## config.mk

```make
export PLATFORM = sky130hd
export DESIGN_NAME = message_stitcher
export DESIGN_NICKNAME = d
export VERILOG_FILES = /design/src/rtl/message_stitcher_pkg.sv /design/src/rtl/message_stitcher.sv
export SDC_FILE = /design/constraint.sdc
export NUM_CORES = 1
export LEC_CHECK = 0
export CAP_MARGIN = 20
export CORE_MARGIN = 5
export CORE_UTILIZATION = 41
export DETAILED_ROUTE_END_ITERATION = 10
export SYNTH_ARGS = -nofsm -noshare
export SYNTH_HDL_FRONTEND = slang
export SYNTH_SLANG_ARGS = --single-unit
```

## constraint.sdc

```tcl
create_clock -name clk -period 2.7 [get_ports clk]
set_input_delay 0.54 -clock clk [delete_from_list [all_inputs] [get_ports clk]]
set_output_delay 0.54 -clock clk [all_outputs]
set_load 0.01 [all_outputs]
```

## src/rtl/message_stitcher_pkg.sv

```systemverilog
// Header layout and state encoding shared by every debug-message producer
// and by the receive-side stitcher.
package message_stitcher_pkg;

    localparam int HDR_RSVD_BIT = 31;
    localparam int HDR_LEN_LSB  = 21;
    localparam int HDR_LEN_W    = 10;
    localparam int HDR_FMT_LSB  = 17;
    localparam int HDR_FMT_W    = 4;
    localparam int HDR_MOD_LSB  = 7;
    localparam int HDR_MOD_W    = 10;
    localparam int HDR_ERR_LSB  = 0;
    localparam int HDR_ERR_W    = 7;

    localparam logic [HDR_FMT_W-1:0] FORMAT_RAW = '0;

    typedef struct packed {
        logic                 rsvd;
        logic [HDR_LEN_W-1:0] length;
        logic [HDR_FMT_W-1:0] format;
        logic [HDR_MOD_W-1:0] mod_key;
        logic [HDR_ERR_W-1:0] err_key;
    } hdr_t;

    typedef enum logic [1:0] {
        ST_IDLE    = 2'd0,
        ST_COLLECT = 2'd1,
        ST_DISCARD = 2'd2
    } state_t;

endpackage

```

## src/rtl/message_stitcher.sv

```systemverilog
// Reassembles header+payload word streams into one parallel message bus.
// Latency: out_nd one cycle after the last word (or header when length is 0).
// No backpressure: every in_nd word is consumed; bad or stalled messages are dropped.
module message_stitcher
    import message_stitcher_pkg::*;
#(
    parameter int WDTH    = 32,
    parameter int MAX_LEN = 4,
    parameter int TIMEOUT = 255
) (
    input  logic                    clk,
    input  logic                    rst_n,
    input  logic [WDTH-1:0]         in_data,
    input  logic                    in_nd,
    output logic [WDTH-1:0]         out_header,
    output logic [MAX_LEN*WDTH-1:0] out_payload,
    output logic [9:0]              out_length,
    output logic                    out_nd,
    output logic                    error
);

    localparam int GAP_W = $clog2(TIMEOUT + 1);
    localparam logic [GAP_W-1:0] GAP_LAST = GAP_W'(TIMEOUT - 1);

    state_t                  state, state_nxt;
    logic [9:0]              hdr_len_q;
    logic [WDTH-1:0]         hdr_q;
    logic [MAX_LEN*WDTH-1:0] payload_q, payload_nxt;
    logic [9:0]              idx_q;
    logic [9:0]              rem_q;
    logic [GAP_W-1:0]        gap_q;

    logic                 in_rsvd;
    logic [HDR_LEN_W-1:0] in_len;
    logic [HDR_FMT_W-1:0] in_fmt;

    logic complete, set_err, store_word, rem_dec, gap_clr, gap_inc;

    assign in_rsvd = in_data[HDR_RSVD_BIT];
    assign in_len  = in_data[HDR_LEN_LSB +: HDR_LEN_W];
    assign in_fmt  = in_data[HDR_FMT_LSB +: HDR_FMT_W];

    // Current payload with the incoming word merged at the write index.
    always_comb begin
        payload_nxt = payload_q;
        for (int k = 0; k < MAX_LEN; k++) begin
            if (idx_q == 10'(k)) payload_nxt[k*WDTH +: WDTH] = in_data;
        end
    end

    always_ff @(posedge clk or negedge rst_n) begin
        if (!rst_n) state <= ST_IDLE;
        else        state <= state_nxt;
    end

    always_comb begin
        state_nxt  = state;
        complete   = 1'b0;
        set_err    = 1'b0;
        store_word = 1'b0;
        rem_dec    = 1'b0;
        gap_clr    = 1'b0;
        gap_inc    = 1'b0;
        case (state)
            ST_IDLE: begin
                if (in_nd) begin
                    if (in_rsvd) begin
                        set_err = 1'b1;
                    end else if (in_fmt != FORMAT_RAW || in_len > 10'(MAX_LEN)) begin
                        set_err = 1'b1;
                        if (in_len != '0) begin
                            state_nxt = ST_DISCARD;
                            gap_clr   = 1'b1;
                        end
                    end else if (in_len == '0) begin
                        complete = 1'b1;
                    end else begin
                        state_nxt = ST_COLLECT;
                        gap_clr   = 1'b1;
                    end
                end
            end
            ST_COLLECT: begin
                if (in_nd) begin
                    store_word = 1'b1;
                    gap_clr    = 1'b1;
                    if (idx_q + 10'd1 == hdr_len_q) begin
                        complete  = 1'b1;
                        state_nxt = ST_IDLE;
                    end
                end else if (gap_q == GAP_LAST) begin
                    set_err   = 1'b1;
                    state_nxt = ST_IDLE;
                end else begin
                    gap_inc = 1'b1;
                end
            end
            ST_DISCARD: begin
                if (in_nd) begin
                    rem_dec = 1'b1;
                    gap_clr = 1'b1;
                    if (rem_q == 10'd1) state_nxt = ST_IDLE;
                end else if (gap_q == GAP_LAST) begin
                    set_err   = 1'b1;
                    state_nxt = ST_IDLE;
                end else begin
                    gap_inc = 1'b1;
                end
            end
            default: state_nxt = ST_IDLE;
        endcase
    end

    always_ff @(posedge clk or negedge rst_n) begin
        if (!rst_n) begin
            hdr_q       <= '0;
            hdr_len_q   <= '0;
            payload_q   <= '0;
            idx_q       <= '0;
            rem_q       <= '0;
            gap_q       <= '0;
            out_header  <= '0;
            out_payload <= '0;
            out_length  <= '0;
            out_nd      <= 1'b0;
            error       <= 1'b0;
        end else begin
            if (state == ST_IDLE && in_nd) begin
                hdr_q     <= in_data;
                hdr_len_q <= in_len;
                payload_q <= '0;
                idx_q     <= '0;
                rem_q     <= in_len;
            end
            if (store_word) begin
                payload_q <= payload_nxt;
                idx_q     <= idx_q + 10'd1;
            end
            if (rem_dec) rem_q <= rem_q - 10'd1;
            if (gap_clr)      gap_q <= '0;
            else if (gap_inc) gap_q <= gap_q + 1'b1;

            out_nd <= complete;
            if (complete) begin
                // A zero-length message completes straight from its header word.
                if (state == ST_IDLE) begin
                    out_header  <= in_data;
                    out_payload <= '0;
                    out_length  <= '0;
                end else begin
                    out_header  <= hdr_q;
                    out_payload <= payload_nxt;
                    out_length  <= hdr_len_q;
                end
            end
            if (set_err) error <= 1'b1;
        end
    end

endmodule

```

== After elaboration in Yosys (flattened, before gate mapping) ==
Index checks and enable logic that the tools add are counted.
Cells by class
  magnitude comparators: 1
  reduce and logical (&&, ||, !) cells: 12
  shift operators: 0
  equality and inequality tests: 14
  multiplexer cells: 51
  add/subtract/negate cells: 3
  div/mod/pow operators: 0
  bitwise logic cells: 0
  multipliers: 0
Operator list (count)
  $mux 128: 3
  $mux 32: 5
  $mux 10: 5
  $mux 1: 22
  $eq 10x1->1 const B: 2
  $eq 10x2->1 const B: 2
  $logic_not 10->1: 2
  $mux 2: 10
  $mux 8: 2
  $ne 3x3->1 const B: 4
  $add 10x1->10 const B: 1
  $eq 10x10->1: 1
  $gt 10x3->1 const B: 1
  $reduce_bool 10->1: 1
  $sub 10x1->10 const B: 1
  $add 8x1->8 const B: 1
  $eq 8x8->1 const B: 1
  $pmux 1 s2: 3
  $pmux 2 s3: 1
  $reduce_and 6->1: 1
  $reduce_bool 2->1: 3
  $ne 2x2->1 const B: 2
  $reduce_bool 4->1: 1
  $eq 2x1->1 const B: 1
  5 further kinds: 5
Storage, ports and cells
  ROM bits: 0
  register bits after elaboration: 372
  output and inout port bits: 172
  input port bits: 35
  logic and storage cells: 93
  bits in writable memories: 0
  memories kept: 0
  bits in latches: 0

== Longest topological paths before layout ==
  depth in word-level cells: 7
  depth in mapped cells: 12
  mapped depth without buffers: 8

== Worst setup path before layout ==
No wires, ideal clock.
  path kind: flip-flop to flip-flop
  start point: reg idx_q[1]
  end point: reg out_length[0]
  required time: 2.573 ns
  setup time: 0.127 ns
  period minus slack after synthesis: 2.716 ns
  data arrival time: 2.589 ns
  path buffers: 4
  setup slack: -0.016 ns
  stages on the path, launching flop included: 12
  cells stage by stage: dfrtp_1 > ha_1 > buf_2 > nand3_1 > or4_1 > o311ai_0 > nand2b_1 > a31o_1 > buf_4 > buf_8 > buf_8 > mux2_1
On the way
  longest elaborated chain between the ends: 5
RTL lines
  start, declared: line message_stitcher.sv:29  | logic [9:0] idx_q;
  start signal, assigned: line message_stitcher.sv:137  | idx_q <= idx_q + 10'd1;
  $add 10x1->10: line message_stitcher.sv:87  | if (idx_q + 10'd1 == hdr_len_q) begin
  $eq 10x10->1: line message_stitcher.sv:87
  $mux 1: line message_stitcher.sv:87
  $mux 1: line message_stitcher.sv:84  | if (in_nd) begin
  $pmux 1 s2: line message_stitcher.sv:64  | case (state)
  end signal, assigned: line message_stitcher.sv:153  | out_length <= hdr_len_q;
  end, declared: line message_stitcher.sv:17  | output logic [9:0] out_length,
Every way passes these cells.
A chain may end at the register's enable or synchronous reset.

== Final worst setup path ==
  start point: in in_data[24]
  end point: reg out_header[6]
On the way
  longest elaborated chain between the ends: 6
  elaborated cells between the ends (all ways): 8
  those cells by class: order compare: 1; mux: 5; reduce/logical: 2
RTL lines
  start, declared: line message_stitcher.sv:13  | input logic [WDTH-1:0] in_data,
  $gt 10x3->1 or $logic_not 10->1 (tied branches): line message_stitcher.sv:69, message_stitcher.sv:75
  $logic_or 1x1->1 or $mux 1 (tied branches): line message_stitcher.sv:69, message_stitcher.sv:75
  $mux 1 *: line message_stitcher.sv:69  | end else if (in_fmt != FORMAT_RAW || in_len > 10'(MAX_LEN)) begin
  $mux 1 *: line message_stitcher.sv:67  | if (in_rsvd) begin
  $mux 1 *: line message_stitcher.sv:66  | if (in_nd) begin
  $pmux 1 s2 *: line message_stitcher.sv:64
  end signal, assigned: line message_stitcher.sv:147  | out_header <= in_data;
  end signal, assigned: line message_stitcher.sv:151  | out_header <= hdr_q;
  end, declared: line message_stitcher.sv:15  | output logic [WDTH-1:0] out_header,
Mark *: on every way between the ends. The rest lies on a longest branch, timed or not.

==> summary.log <==
INFO  route          vias_per_cell=5.35
INFO  route          route.final.wire_length=50.8mm
INFO  layout         syn_to_final_growth=30.5%
INFO  route          num_vias=13825
INFO  critical_path  timing.critical_path.arrival=3.06ns
INFO  layout         layout.filler_cells=3737
INFO  min_path       worst_hold_path_type=in2reg
INFO  critical_path  critical_path_required=3.14ns
INFO  power_and_ir_drop totalPowerFinal=15.2mW
INFO  floorplan      fp.dieArea=46300µm²
INFO  run_status     status=complete, no violations
INFO  synthesis      synthFlopType=dfrtp_1
INFO  cts            cts.sink_count=362
INFO  floorplan      io-pin-count=207
INFO  timing         worst-slew-pin-transition=0.903ns
INFO  power_and_ir_drop static-leakage-power=9.92nW
INFO  synthesis      top_cells_by_area_in_the_synthesized_netlist=dfrtp_1 52%, nand2_1 12%, mux2_2 8.6%
INFO  timing         max_clock_freq=0.382GHz
INFO  cts            number_of_buffers_inserted_during_clock_tree_synthesis=42
INFO  cts            cts_root_buffer=clkbuf_16
INFO  timing         timing.final.ws_setup=0.0821ns
INFO  synthesis      synth_largest_type_area_fraction=0.525
INFO  synthesis      sequential_share_of_the_synthesized_area=0.525
INFO  run            maxCapViolations=0
INFO  layout         antennaDiodeCount=0
INFO  cts            clkSlewWorstSetupHoldPaths=0.06ns
INFO  cts            clock_path_buffers=3
INFO  timing         timing.final.hold_violations=0
INFO  synthesis      synth_top_cell_by_area=dfrtp_1
INFO  route          route.antenna.remaining_nets=0
INFO  grt            grt_pass1_wl=80.8mm
INFO  critical_path  worst_setup_path_start_kind=input pin
INFO  timing         share_of_the_clock_period_used_by_the_worst_path=0.970
INFO  critical_path  setup.worst_path.start=in_data[24]
INFO  floorplan      placeableCoreArea=41900µm²
INFO  synthesis      synthesis.area=17300µm²
INFO  critical_path  timing.critical_path.cells=dlygate4sd2_1 > nor4_4 > buf_4 > nand3_2 > o41a_1 > a211oi_2 > a31o_4 > buf_12 > buf_12 > clkbuf_16 > mux2_4
INFO  synthesis      ys_seq_elements=362
INFO  cts            cts_tree=yes
INFO  power_and_ir_drop cellPowerDensity=674nW/µm²
INFO  critical_path  regToRegStartpoint=idx_q[0]$_DFFE_PN0P_
INFO  layout         most-common-layout-cells=541 x nand2_1, 359 x dfrtp_1, 192 x clkdlybuf4s50_1
INFO  floorplan      initial_utilization=0.413
INFO  synthesis      ys_types=63
INFO  placement      place_worst_setup_slack=-0.676ns
INFO  synthesis      yosys_warnings=0
INFO  timing         fin_skew=0.0196ns
INFO  placement      gp_congestion=0.836
INFO  placement      hpwlAfterDp=33.4mm
INFO  grt            grt_antenna_before_repair=0
INFO  cts            clock_latency=0.57ns
INFO  grt            grt_overflow=0
INFO  layout         fin_nets=2060
INFO  layout         layout.cells.most_common=nand2_1
INFO  critical_path  critical-path-max-stage-delay=0.39ns
INFO  critical_path  timing.setup.critical_path_class=in2reg
INFO  min_path       hold_path.startpoint=in_data[19]
INFO  critical_path  cp_common_cell=buf_12
INFO  synthesis      synth-edff-count=0
INFO  synthesis      post_synth_inst_count=1790
INFO  layout         post-route-cell-area=22500µm²
INFO  power_and_ir_drop ir_drop=0.000708V
INFO  grt            grt_use_total=0.215
INFO  cts            htreeDepth=2
INFO  route          dr.pass1.iters=6
INFO  critical_path  cp_slowest_cell=nor4_4
INFO  timing         timing.final.setup_violations=0
INFO  route          drt_drc_violations_left=0
INFO  timing         final_max_slew_viol_count=0
INFO  synthesis      synthArstFlopShare=1.00
INFO  synthesis      synth_area_per_cell=9.65µm²
INFO  floorplan      horizontal_die_dimension=215µm
INFO  placement      count_of_input_and_output_buffers=206
INFO  layout         multi_input_area=7670µm²
INFO  floorplan      fp.dieH=215µm
INFO  timing         timing.max_slew.rel_slack=0.393
INFO  timing         period_minus_slack=2.62ns
INFO  layout         layout.core_utilization=0.538
INFO  layout         final-seq-area=9060µm²
INFO  route          route.detailed.wl_per_inst=19.7µm
INFO  grt            via_count_of_the_first_global_routing_pass=13861
INFO  layout         post_route_cells_drive_above_1_share=0.193
INFO  critical_path  highest_fanout_seen_on_the_critical_path=6
INFO  placement      dpl-instance-area=20500µm²
INFO  floorplan      core.rowCount=75
INFO  synthesis      syn-num-nets=1837
INFO  route          first_iter_violations=1032
INFO  grt            grt_start_max_net_pins=125
INFO  critical_path  worst_setup_path_end_kind=flop
per-layer routing:
metal  wire, µm  track usage  vias to the layer above
li1           -            -                     6448
met1      22900        0.302                     6933
met2      24000        0.345                      374
met3       2820       0.0400                       70
met4       1140       0.0595                        0
met5          0            0                        -
cells in the mapped netlist (4+ instances only):
library cell  count
mux2_2          132
nor3_1           12
buf_4             9
nor2b_1          13
a21o_1           10
o211ai_1          4
ha_1             12
o21ai_0         151
nand3_1          13
dfrtp_1         362
a22o_1            4
buf_2            14
nor2_1           34
xnor2_1           5
nand2_1         543
nor4_1            5
a211oi_1          4
xor2_1           14
buf_8            10
nand4_1           5
a31oi_1           4
and3_1            5
and2_1            4
inv_1            13
a21oi_1         140
nand2b_1          7
mux2_1           89
clkbuf_1        121
final timing paths:
kind	endpoint	slack, ns	cells after the start
worst max register to register	out_header[6]$_DFFE_PN0P_	0.10	12
worst max-delay path	out_header[6]$_DFFE_PN0P_	0.08	11
min in group asynchronous	rem_q[7]$_DFFE_PN0P_	0.56	2
worst min register to register	hdr_q[31]$_DFFE_PN0P_	0.48	2
max in group asynchronous	out_header[15]$_DFFE_PN0P_	1.33	3
worst min-delay path	payload_q[19]$_DFFE_PN0P_	0.45	4
layout make-up:
class	instances	share of cell area
well taps	539	0.0299
inverters	13	0.00217
clock inverters	18	0.0131
multi-input cells	1258	0.340
repair buffers	336	0.157
clock buffers	59	0.0553
flip-flops and latches	362	0.402
state kept, by name, indices dropped and copies added, names as in the netlist:
| register | count |
|---|---|
| hdr_q | 23 |
| out_length | 10 |
| out_payload | 128 |
| out_nd | 1 |
| error | 1 |
| idx_q | 10 |
| hdr_len_q | 9 |
| gap_q | 8 |
| state | 2 |
| out_header | 32 |
| rem_q | 10 |
| payload_q | 128 |
repair_timing:
action,CTS,global route
setup buffers,11,6
gates resized for setup,22,55
endpoints found under the hold margin,57,0
endpoints found under the setup margin,138,141
pin swaps,9,14
cloned,2,2
hold buffers,1,0
metrics by stage:
stage          hold WS [ns]  TNS [ns]  instances
6_report              0.452         0       2585
5_1_grt               0.476   -0.0901       2585
4_1_cts               0.484  -0.00395       2579
3_5_place_dp          0.471   -105.67       2489
3_3_place_gp          0.463   -106.38       2489
2_1_floorplan         0.244         0       1790
report_power, final:
part | total, mW | internal, mW | leakage, nW | switching, mW
Clock | 6.26 | 3.90 | 0.759 | 2.36
Sequential | 6.07 | 5.77 | 4.95 | 0.297
Combinational | 2.86 | 1.16 | 4.22 | 1.70
Total | 15.2 | 10.8 | 9.92 | 4.36
logic make-up (layout without fill, tap and decap cells):
family	Yosys count	in the layout	share of synthesized area
buffers and inverters	170	426	0.0464
multiplexers	222	222	0.145
flip-flops	362	362	0.525
adder cells (fa/ha/maj)	12	12	0.00869
AND/OR/NAND/NOR	658	658	0.156
XOR/XNOR	19	19	0.00964
AO/OA/AOI/OAI	347	347	0.110
critical path: cells and delay by family:
family          cells  cell delay, ns
simple gates        2            0.46
compound gates      3            0.85
mux                 1            0.30
buf+inv             5            0.89
No activity file was read; power rests on OpenSTA's default activity.
